$ cat config.mk
export PLATFORM = sky130hd
export DESIGN_NAME = cmp_result_tracker
export DESIGN_NICKNAME = d
export VERILOG_FILES = /design/src/rtl/cmp_result_tracker.sv
export SDC_FILE = /design/constraint.sdc
export NUM_CORES = 1
export LEC_CHECK = 0
export CORE_ASPECT_RATIO = 0.6
export CORE_MARGIN = 2
export CORE_UTILIZATION = 45
export CTS_BUF_LIST = sky130_fd_sc_hd__clkbuf_4 sky130_fd_sc_hd__clkbuf_8 sky130_fd_sc_hd__clkbuf_16
export CTS_CLUSTER_SIZE = 12
export DETAILED_ROUTE_END_ITERATION = 8
export MAX_ROUTING_LAYER = met4
export PLACE_DENSITY = 0.76
export SYNTH_ARGS = -nofsm -noshare
export SYNTH_HDL_FRONTEND = slang
export SYNTH_SLANG_ARGS = --single-unit
$ cat constraint.sdc
create_clock -name clk -period 1.65 [get_ports clk]
set_input_delay 0.4125 -clock clk [delete_from_list [all_inputs] [get_ports clk]]
set_output_delay 0.4125 -clock clk [all_outputs]
set_load 0.005 [all_outputs]
$ cat src/rtl/cmp_result_tracker.sv
// Downstream consumer of the 2-bit equality comparator: forwards each beat through a
// one-entry output register, keeps saturating statistics, detects equal runs, cross-checks z.
module cmp_result_tracker #(
   parameter int CNT_W   = 8,
   parameter int RUN_LEN = 3
) (
   input  logic             clk,
   input  logic             rst_n,
   input  logic             in_valid,
   output logic             in_ready,
   input  logic [1:0]       x,
   input  logic [1:0]       y,
   input  logic             z,
   input  logic             clr,
   output logic             out_valid,
   input  logic             out_ready,
   output logic [1:0]       out_x,
   output logic [1:0]       out_y,
   output logic             out_eq,
   output logic [CNT_W-1:0] eq_count,
   output logic [CNT_W-1:0] neq_count,
   output logic [CNT_W-1:0] total_count,
   output logic             run_hit,
   output logic             run_active,
   output logic             mismatch_err,
   output logic [1:0]       dbg_state,
   output logic [3:0]       dbg_streak
);

   // Handshake: a beat transfers on any rising edge where valid && ready are both high;
   // valid never waits on ready, data is held while valid && !ready.
   localparam logic [1:0]       ST_IDLE   = 2'd0;
   localparam logic [1:0]       ST_RUN    = 2'd1;
   localparam logic [1:0]       ST_LOCK   = 2'd2;
   localparam logic [3:0]       C_RUN_LEN = 4'(RUN_LEN);
   localparam logic [CNT_W-1:0] C_CNT_MAX = {CNT_W{1'b1}};

   logic             r_out_valid;
   logic [1:0]       r_out_x;
   logic [1:0]       r_out_y;
   logic             r_out_eq;
   logic [CNT_W-1:0] r_eq_cnt;
   logic [CNT_W-1:0] r_neq_cnt;
   logic [CNT_W-1:0] r_tot_cnt;
   logic [1:0]       r_state;
   logic [3:0]       r_streak;
   logic             r_run_hit;
   logic             r_mismatch;

   logic             w_in_ready;
   logic             w_accept;
   logic             w_count;
   logic             w_ref_eq;
   logic [1:0]       w_state_nxt;
   logic [3:0]       w_streak_nxt;
   logic             w_hit_nxt;

   function automatic logic [CNT_W-1:0] sat_inc(input logic [CNT_W-1:0] v);
      return (v == C_CNT_MAX) ? v : v + 1'b1;
   endfunction

   assign w_in_ready = !r_out_valid || out_ready;
   assign w_accept   = in_valid && w_in_ready;
   // A beat accepted under clr is forwarded only; statistics and FSM ignore it.
   assign w_count    = w_accept && !clr;
   assign w_ref_eq   = (x == y);

   always_comb begin
      w_state_nxt  = r_state;
      w_streak_nxt = r_streak;
      w_hit_nxt    = 1'b0;
      if (w_count) begin
         case (r_state)
            ST_IDLE: begin
               if (z) begin
                  w_streak_nxt = 4'd1;
                  w_state_nxt  = ST_RUN;
               end
            end
            ST_RUN: begin
               if (z) begin
                  if (r_streak + 4'd1 == C_RUN_LEN) begin
                     w_streak_nxt = C_RUN_LEN;
                     w_state_nxt  = ST_LOCK;
                     w_hit_nxt    = 1'b1;
                  end else begin
                     w_streak_nxt = r_streak + 4'd1;
                  end
               end else begin
                  w_streak_nxt = 4'd0;
                  w_state_nxt  = ST_IDLE;
               end
            end
            ST_LOCK: begin
               if (!z) begin
                  w_streak_nxt = 4'd0;
                  w_state_nxt  = ST_IDLE;
               end
            end
            default: begin
               w_streak_nxt = 4'd0;
               w_state_nxt  = ST_IDLE;
            end
         endcase
      end
   end

   always_ff @(posedge clk or negedge rst_n) begin
      if (!rst_n) begin
         r_out_valid <= 1'b0;
         r_out_x     <= 2'd0;
         r_out_y     <= 2'd0;
         r_out_eq    <= 1'b0;
      end else if (w_accept) begin
         r_out_valid <= 1'b1;
         r_out_x     <= x;
         r_out_y     <= y;
         r_out_eq    <= z;
      end else if (r_out_valid && out_ready) begin
         r_out_valid <= 1'b0;
      end
   end

   always_ff @(posedge clk or negedge rst_n) begin
      if (!rst_n) begin
         r_eq_cnt  <= '0;
         r_neq_cnt <= '0;
         r_tot_cnt <= '0;
      end else if (clr) begin
         r_eq_cnt  <= '0;
         r_neq_cnt <= '0;
         r_tot_cnt <= '0;
      end else if (w_count) begin
         r_tot_cnt <= sat_inc(r_tot_cnt);
         if (z) r_eq_cnt  <= sat_inc(r_eq_cnt);
         else   r_neq_cnt <= sat_inc(r_neq_cnt);
      end
   end

   always_ff @(posedge clk or negedge rst_n) begin
      if (!rst_n) begin
         r_state   <= ST_IDLE;
         r_streak  <= 4'd0;
         r_run_hit <= 1'b0;
      end else if (clr) begin
         r_state   <= ST_IDLE;
         r_streak  <= 4'd0;
         r_run_hit <= 1'b0;
      end else begin
         r_state   <= w_state_nxt;
         r_streak  <= w_streak_nxt;
         r_run_hit <= w_hit_nxt;
      end
   end

   // The error is judged on every accepted beat, but clr in the same cycle wins.
   always_ff @(posedge clk or negedge rst_n) begin
      if (!rst_n) begin
         r_mismatch <= 1'b0;
      end else if (clr) begin
         r_mismatch <= 1'b0;
      end else if (w_accept && (z != w_ref_eq)) begin
         r_mismatch <= 1'b1;
      end
   end

   assign in_ready     = w_in_ready;
   assign out_valid    = r_out_valid;
   assign out_x        = r_out_x;
   assign out_y        = r_out_y;
   assign out_eq       = r_out_eq;
   assign eq_count     = r_eq_cnt;
   assign neq_count    = r_neq_cnt;
   assign total_count  = r_tot_cnt;
   assign run_hit      = r_run_hit;
   assign run_active   = (r_state == ST_LOCK);
   assign mismatch_err = r_mismatch;
   assign dbg_state    = r_state;
   assign dbg_streak   = r_streak;

endmodule

; Word level (Yosys, flattened, before mapping)
; Index checks and enable logic that the tools add are counted.
[word_totals]
register_bits = 38
inputBits = 10
output_inout_bits = 40
[classes]
n_eq_ne = 15
n_reduce_logical = 17
mux = 34
n_addsub = 4
[op_table]
columns = cell, count
row1 = $mux 8, 11
row2 = $add 8x1->8 const B, 3
row3 = $eq 8x8->1 const B, 3
row4 = $mux 4, 6
row5 = $mux 2, 6
row6 = $pmux 4 s3, 1
row7 = $mux 1, 9
row8 = $reduce_and 3->1, 3
row9 = $reduce_bool 2->1, 4
row10 = $ne 2x2->1 const B, 3
row11 = $ne 3x3->1 const B, 2
row12 = $pmux 2 s3, 1
row13 = $add 4x1->4 const B, 1
row14 = $eq 4x2->1 const B, 1
row15 = $logic_and 1x1->1, 4
row16 = $ne 4x4->1 const B, 1
row17 = $reduce_and 4->1, 1
row18 = $eq 2x1->1 const B, 1
row19 = $eq 2x2->1, 1
row20 = $eq 2x2->1 const B, 1
row21 = $logic_not 1->1, 2
row22 = $logic_not 2->1, 1
row23 = $ne 2x1->1 const B, 1
row24 = $reduce_and 2->1, 1
row25 = other kinds (2), 2

; Longest topological paths before layout
; Gate-level depths: netlist of the first run.
[depth]
word_depth = 7
depth_mapped = 6

; Worst setup path after synthesis of the first run
; OpenSTA, ideal clock, no wires.
[synth_path]
path_kind = flip-flop to flip-flop
from = register r_neq_cnt[0] (netlist: neq_count[0])
to = register r_neq_cnt[3] (netlist: neq_count[3])
required_time_ns = 1.572
path_slack_ns = -0.159
stages_incl_launch_ff = 7
setup_ns = 0.078
arrival_time_ns = 1.731
period_less_slack_ns = 1.809
n_path_buf = 1
cell_sequence = dfrtp_1 ha_1 and3_1 and3_1 buf_6 or4_1 a21oi_1
[synth_between]
elab_chain_cells = 5
elab_cells_between_ends = 8
cone_classes = add/sub (1) / eq/ne (2) / mux (4) / reduce/logical (1)
[synth_rtl]
columns = element, line
row1 = start: declaration, 43  ; logic [CNT_W-1:0] r_neq_cnt;
row2 = start signal: assignment, 136  ; else r_neq_cnt <= sat_inc(r_neq_cnt);
row3 = $add 8x1->8, 59  ; return (v == C_CNT_MAX) ? v : v + 1'b1;
row4 = $mux 8, 59
row5 = $mux 8, 135  ; if (z) r_eq_cnt <= sat_inc(r_eq_cnt);
row6 = $mux 8, 133  ; end else if (w_count) begin
row7 = $mux 8, 129  ; end else if (clr) begin
; Several ways; a longest one is shown, not always the timed one. The select of a mux whose other input is x is not followed.
; A chain may end at the register's enable or synchronous reset.

; Worst setup path after layout of the first run
[layout_path]
from = register r_neq_cnt[7] (netlist: neq_count[7])
to = register r_neq_cnt[7] (netlist: neq_count[7])
; Same word-level chain as after synthesis.

==> out/metrics.yaml, run 1 <==
logic_synthesis:
  synthCells: 216
  yosys_warnings: 0
  ys_top_cells_by_area: "dfrtp_1, mux2_2, a21oi_1, nand3_1, ha_1"
  ys_seq_elements: 38
  synth.cell_area_um2: 2080
  synth_cell_types: 53
  synth_ff_type: "dfrtp_1"
  yosysTopAreaCell: "dfrtp_1"
  ys_async_sr_fraction_pct: 100
  syn_avg_cell_area_um2: 9.64
  synth-edff-count: 0
  synth_nets: 231
  synth_top_area_share_pct: 45.6
  synth_seq_area_share_pct: 45.6
sta:
  setup_viol: 0
  period_minus_slack_ns: 1.62
  max_slew.worst_pin.slew_ns: 0.488
  slew_headroom_pct: 67.5
  hold_viol: 0
  final.period_utilization_pct: 98.4
  slew_viol_final: 0
  max_freq_ghz: 0.616
  skew_ns: 0.00281
route:
  vias_per_cell: 5.58
  vias: 2284
  drtIter0Drc: 116
  wl_um: 6540
  dr.pass1.iters: 4
  drtAntennaViolNets: 0
  drc: 0
  wire_per_inst_um: 16.0
clocking:
  cts.htree.levels: 2
  clk_path_buf_depth: 2
  numCtsBuffers: 5
  cts_tree: "done"
  clock_latency_ns: 0.30
  clock_sinks: 38
  clk_pin_slew_ns: 0.08
  root_buffer: "clkbuf_8"
finish:
  fill_cells: 314
  drive_above_1_share_pct: 37.9
  layout.nets: 360
  n_antenna_cell: 0
  areaGrowthSynthToFinish_pct: 66.1
  stdcell_area_um2: 3460
floorplan:
  core_area_um2: 4520
  start_util_pct: 46.1
  fp.dieW_um: 91.8
  die_area_um2: 5210
  num_rows: 19
  die_h_um: 56.7
  num_io_pins: 50
setup_path:
  worstPathArrival_ns: 1.86
  crit_type: "register to register"
  critPathRequiredTime_ns: 1.88
  start_kind: "register"
  cp-startpoint: "neq_count[7]$_DFFE_PN0P_"
  cp_max_fo: 5
  worstSetupEndpointType: "register"
  worstReg2RegStart: "neq_count[7]$_DFFE_PN0P_"
global_routing:
  grt_usage_pct: 25.4
  grt_max_degree: 39
  grt_pass1_wl_um: 9980
  grt_overflow: 0
  grt_pass1_vias: 2061
  antenna_found_initial: 0
outcome:
  status: "complete, no violations"
place:
  io_buffers: 49
  routabilityCongestion: 0.878
  place_area_um2: 2930
  dpl.hpwl_um: 3940
job:
  cap_violations: 0
power_and_ir_drop:
  total_power_w: 0.00225
  peakVddDrop_mv: 0.468
  power.leakage_nw: 1.62
  power_density_nw_per_um2: 649
min_path:
  hold_class: "input pin to async pin"
## synth_stat cells (3+ instances only)
master	count
a21oi_1	13
nand3_1	13
nand2_1	13
nor4_1	5
nand4_1	6
and3_1	6
nor2_1	13
buf_2	3
mux2_2	7
dfrtp_1	38
ha_1	5
nor3_1	7
o31ai_1	7
xor2_1	4
or4_1	5
inv_1	7
or3_1	4
nor2b_1	8
o21ai_0	9
## placed cells by master, fill, tap and decap left out, types with 8 or more instances in the layout
cell and n:
nand3_1 11, clkdlybuf4s50_1 31, buf_4 76, a21oi_1 10, o21ai_0 8, nor2_1 12, dlygate4sd2_1 12, nand2_1 11
dfrtp_1 33
## final timing paths
path,depth (start not counted),to,slack (ns)
setup / recovery,4,neq_count[7]$_DFFE_PN0P_,0.03
min in group clk,2,out_eq$_DFFE_PN0P_,0.48
setup reg to reg,4,neq_count[7]$_DFFE_PN0P_,0.03
hold reg to reg,2,out_eq$_DFFE_PN0P_,0.48
hold / removal,2,dbg_streak[3]$_DFFE_PN0P_,0.15
max in group asynchronous,2,dbg_state[0]$_DFFE_PN0P_,1.13
## registers in the layout (all words and copies together) (netlist names)
signal	cells
out_y	2
dbg_state	2
mismatch_err	1
total_count	8
out_x	2
run_hit	1
out_valid	1
out_eq	1
neq_count	8
dbg_streak	4
eq_count	8
## metrics by stage
step           setup WS (ns)  setup TNS [ns]  cells  hold slack, ns  utilization [%]
4_1_cts            0.0000848               0    397           0.172             72.4
3_3_place_gp          -0.446          -11.87    363           0.467             64.8
2_1_floorplan       -0.00634         -0.0125    216           0.117                -
6_report              0.0261               0    409           0.150             76.6
3_5_place_dp          -0.469          -13.16    363           0.474             64.8
5_1_grt              -0.0281         -0.0458    409           0.195             76.6
## cell type report
class	count	area, um2	share of cell area [%]
clock buffers	5	68.8	1.99
clock inverters	3	40.0	1.16
inverters	8	32.5	0.940
multi-input cells	162	1190	34.3
flip-flops and latches	38	957	27.7
well taps	63	78.8	2.28
repair buffers	130	1100	31.7
## worst max-delay path, stage by stage, from the launching register on
cell     delay [ns]
dfrtp_1        0.39
and4b_1        0.23
a21o_1         0.23
or4_1          0.54
a21oi_2        0.15
## logic make-up after synthesis
logic type / after synthesis / share of synthesized area, %
flip-flops: 38 / 45.6
multiplexers: 8 / 4.26
adder cells (fa/ha/maj): 5 / 3.00
AND/OR/NAND/NOR: 93 / 24.9
XOR/XNOR: 5 / 2.10
buffers and inverters: 16 / 3.60
AO/OA/AOI/OAI: 51 / 16.5
## what timing repair did
item                       CTS  global route
pin swaps                    6             6
buffers inserted            25            14
setup endpoints to repair   50            29
gates resized for setup     34            27
hold buffers                 0             0
cloned                       1             0
## routing by layer
layer,share of wire (%),wire [um],GRT usage (%),up-vias
met5,0,0,-,-
met4,1.6,103,8.53,0
met3,5.7,371,4.83,12
met2,45,2960,37.6,97
met1,48,3110,35.5,1106
li1,-,-,-,1069
## power breakdown
group | switching (W) | internal [W] | leakage, nW
sequential | 0.0000322 | 0.000973 | 0.503
combinational | 0.000203 | 0.000239 | 1.05
clock | 0.000354 | 0.000445 | 0.0579
total | 0.000589 | 0.00166 | 1.62
Power figures use the tool's default switching activity.
==> inputs of run 2 (changes only) <==
- CORE_UTILIZATION: 45 -> 46
- CTS_BUF_LIST: sky130_fd_sc_hd__clkbuf_4 sky130_fd_sc_hd__clkbuf_8 sky130_fd_sc_hd__clkbuf_16 -> sky130_fd_sc_hd__clkbuf_4 sky130_fd_sc_hd__clkbuf_8
- MAX_ROUTING_LAYER: met4 -> default
- PLACE_DENSITY: 0.76 -> 0.78
==> out/metrics.yaml, run 2 (synthesized netlist as in run 1, its figures left out) <==
setup_path:
  critPathRequiredTime_ns: 1.86  # was 1.88 ns
  cp_max_fo: 11  # was 5
  crit_path_top_delay_cell: "or4_1"  # unchanged
  crit_type: "register to register"  # unchanged
  worstPathArrival_ns: 1.86  # about the same
  reg2reg_setup_slack_ns: -0.0002  # was 0.03 ns
  start_kind: "register"  # unchanged
  slowest_delay_ns: 0.50  # was 0.54 ns
  path_cells: "nor2b_4 -> inv_4 -> a31oi_1 -> buf_4 -> or4_1 -> a21oi_1"  # was and4b_1 -> a21o_1 -> or4_1 -> a21oi_2
  worstSetupEndpointType: "register"  # unchanged
  worst-r2r-cell-count: 6  # was 4
  r2r_end: "neq_count[6]$_DFFE_PN0P_"  # was neq_count[7]$_DFFE_PN0P_
  worstReg2RegStart: "out_valid$_DFFE_PN0P_"  # was neq_count[7]$_DFFE_PN0P_
finish:
  areaGrowthSynthToFinish_pct: 57.5  # was 66.1%
  fin_cells: 388  # was 409
  n_antenna_cell: 0  # unchanged
  stdcell_area_um2: 3280  # was 3460 um2
  final_common_cell: "buf_4"  # unchanged
  layout_common_cells: "buf_4, dfrtp_1, clkdlybuf4s50_1"  # unchanged
  multiInputGateArea_um2: 1160  # was 1190 um2
  seq_area_um2: 955  # was 957 um2
  layout.nets: 343  # was 360
  fill_cells: 304  # was 314
  drive_above_1_share_pct: 32.0  # was 37.9%
place:
  routabilityCongestion: 0.902  # was 0.878
  place_inst: 353  # was 363
  place_area_um2: 2870  # was 2930 um2
  io_buffers: 49  # unchanged
  dpl.hpwl_um: 4010  # was 3940 um
sta:
  period_minus_slack_ns: 1.65  # was 1.62 ns
  slew_viol_final: 0  # unchanged
  slew_headroom_pct: 67.5  # about the same
  grt_setup_unrepaired: "true"
  setup_viol: 1  # was 0
  max_freq_ghz: 0.606  # was 0.616 GHz
  skew_ns: 0.00728  # was 0.00281 ns
  setup_ws_ns: -0.000193  # was 0.0261 ns
  hold_viol: 0  # unchanged
  max_slew.worst_pin.slew_ns: 0.487  # was 0.488 ns
  final.period_utilization_pct: 100  # was 98.4%
floorplan:
  die_h_um: 56.1  # was 56.7 um
  start_util_pct: 49.2  # was 46.1%
  num_rows: 18  # was 19
  num_io_pins: 50  # unchanged
  core_area_um2: 4230  # was 4520 um2
  fp.dieW_um: 90.9  # was 91.8 um
  die_area_um2: 5100  # was 5210 um2
route:
  wl_um: 6160  # was 6540 um
  vias_per_cell: 5.71  # was 5.58
  drtIter0Drc: 105  # was 116
  drtAntennaViolNets: 0  # unchanged
  wire_per_inst_um: 15.9  # was 16.0 um
  vias: 2216  # was 2284
  drc: 0  # unchanged
  dr.pass1.iters: 4  # unchanged
power_and_ir_drop:
  power_density_nw_per_um2: 630  # was 649 nW/um2
  power.leakage_nw: 1.59  # was 1.62 nW
  peakVddDrop_mv: 0.412  # was 0.468 mV
job:
  cap_violations: 0  # unchanged
min_path:
  hold_class: "input pin to async pin"  # unchanged
clocking:
  cts.htree.levels: 2  # unchanged
  cts_tree: "done"  # unchanged
  clock_latency_ns: 0.29  # was 0.30 ns
  clk_pin_slew_ns: 0.08  # about the same
  numCtsBuffers: 5  # unchanged
  root_buffer: "clkbuf_8"  # unchanged
  clk_path_buf_depth: 2  # unchanged
  cts-hold-fix-buffers: 0  # unchanged
  clock_sinks: 38  # unchanged
global_routing:
  grt_usage_pct: 24.2  # was 25.4%
  grt_pass1_wl_um: 9840  # was 9980 um
  grt_pass1_vias: 2058  # was 2061
  grt_overflow: 0  # unchanged
  antenna_found_initial: 0  # unchanged
  grt_max_degree: 39  # unchanged
outcome:
  status: "complete, but fails checks"  # was complete, no violations
  violations: "setup timing"
[run 2: worst max-delay path by stage]
stage                                   startpoint                       end  slack (ns)
final                        out_valid$_DFFE_PN0P_  neq_count[6]$_DFFE_PN0P_     -0.0002
after floorplan           neq_count[1]$_DFFE_PN0P_  neq_count[2]$_DFFE_PN0P_      -0.006
after global routing         out_valid$_DFFE_PN0P_  neq_count[7]$_DFFE_PN0P_       -0.05
after detailed placement                 out_ready      out_x[0]$_DFFE_PN0P_       -0.52
after global placement                         clr   eq_count[4]$_DFFE_PN0P_       -0.48
after CTS                  eq_count[4]$_DFFE_PN0P_               eq_count[4]       0.001
[run 2: critical path: cells and delay by family (launching register included)]
kind | cells | cell delay [ns]
buffers and inverters | 2 | 0.28
and+or+nand+nor | 2 | 0.65
DFF | 1 | 0.39
AOI/OAI and AO/OA | 2 | 0.26
[run 2: stage by stage]
stage	util [%]	setup WS, ns	TNS [ns]	power [W]	hold slack (ns)
2_1_floorplan	-	-0.00634	-0.0125	0.00116	0.117
3_3_place_gp	67.8	-0.484	-13.92	0.00139	0.488
3_5_place_dp	67.8	-0.517	-15.26	0.00140	0.491
4_1_cts	74.2	0.00135	0	0.00206	0.179
5_1_grt	77.5	-0.0524	-0.287	0.00216	0.198
6_report	77.5	-0.000193	-0.000193	0.00207	0.159
[run 2: final cells by class]
type / instances / share of cell area [%]
multi-input combinational: 162 / 35.2
timing repair buffer: 113 / 29.8
sequential: 38 / 29.1
clock buffer: 7 / 2.56
tap: 60 / 2.29
inverter: 8 / 0.992
[run 2: power breakdown]
group	internal [W]	total, W	switching [W]
sequential	0.000973	0.00100	0.0000292
combinational	0.000225	0.000425	0.000200
clock	0.000324	0.000639	0.000315
[run 2: repair_timing]
item / CTS / global route
resized for setup: 29 / 20
setup buffers: 20 / 8
setup endpoints to repair: 55 / 29
pin swaps: 0 / 3
[run 2: per-layer routing]
layer  vias to the layer above  global-route usage, %  wire length, um
met5                         -                      0                0
met4                         0                   6.71              110
met3                        18                   6.91              398
met2                        90                   38.4             2850
met1                      1069                   32.5             2810
li1                       1039                      -                -
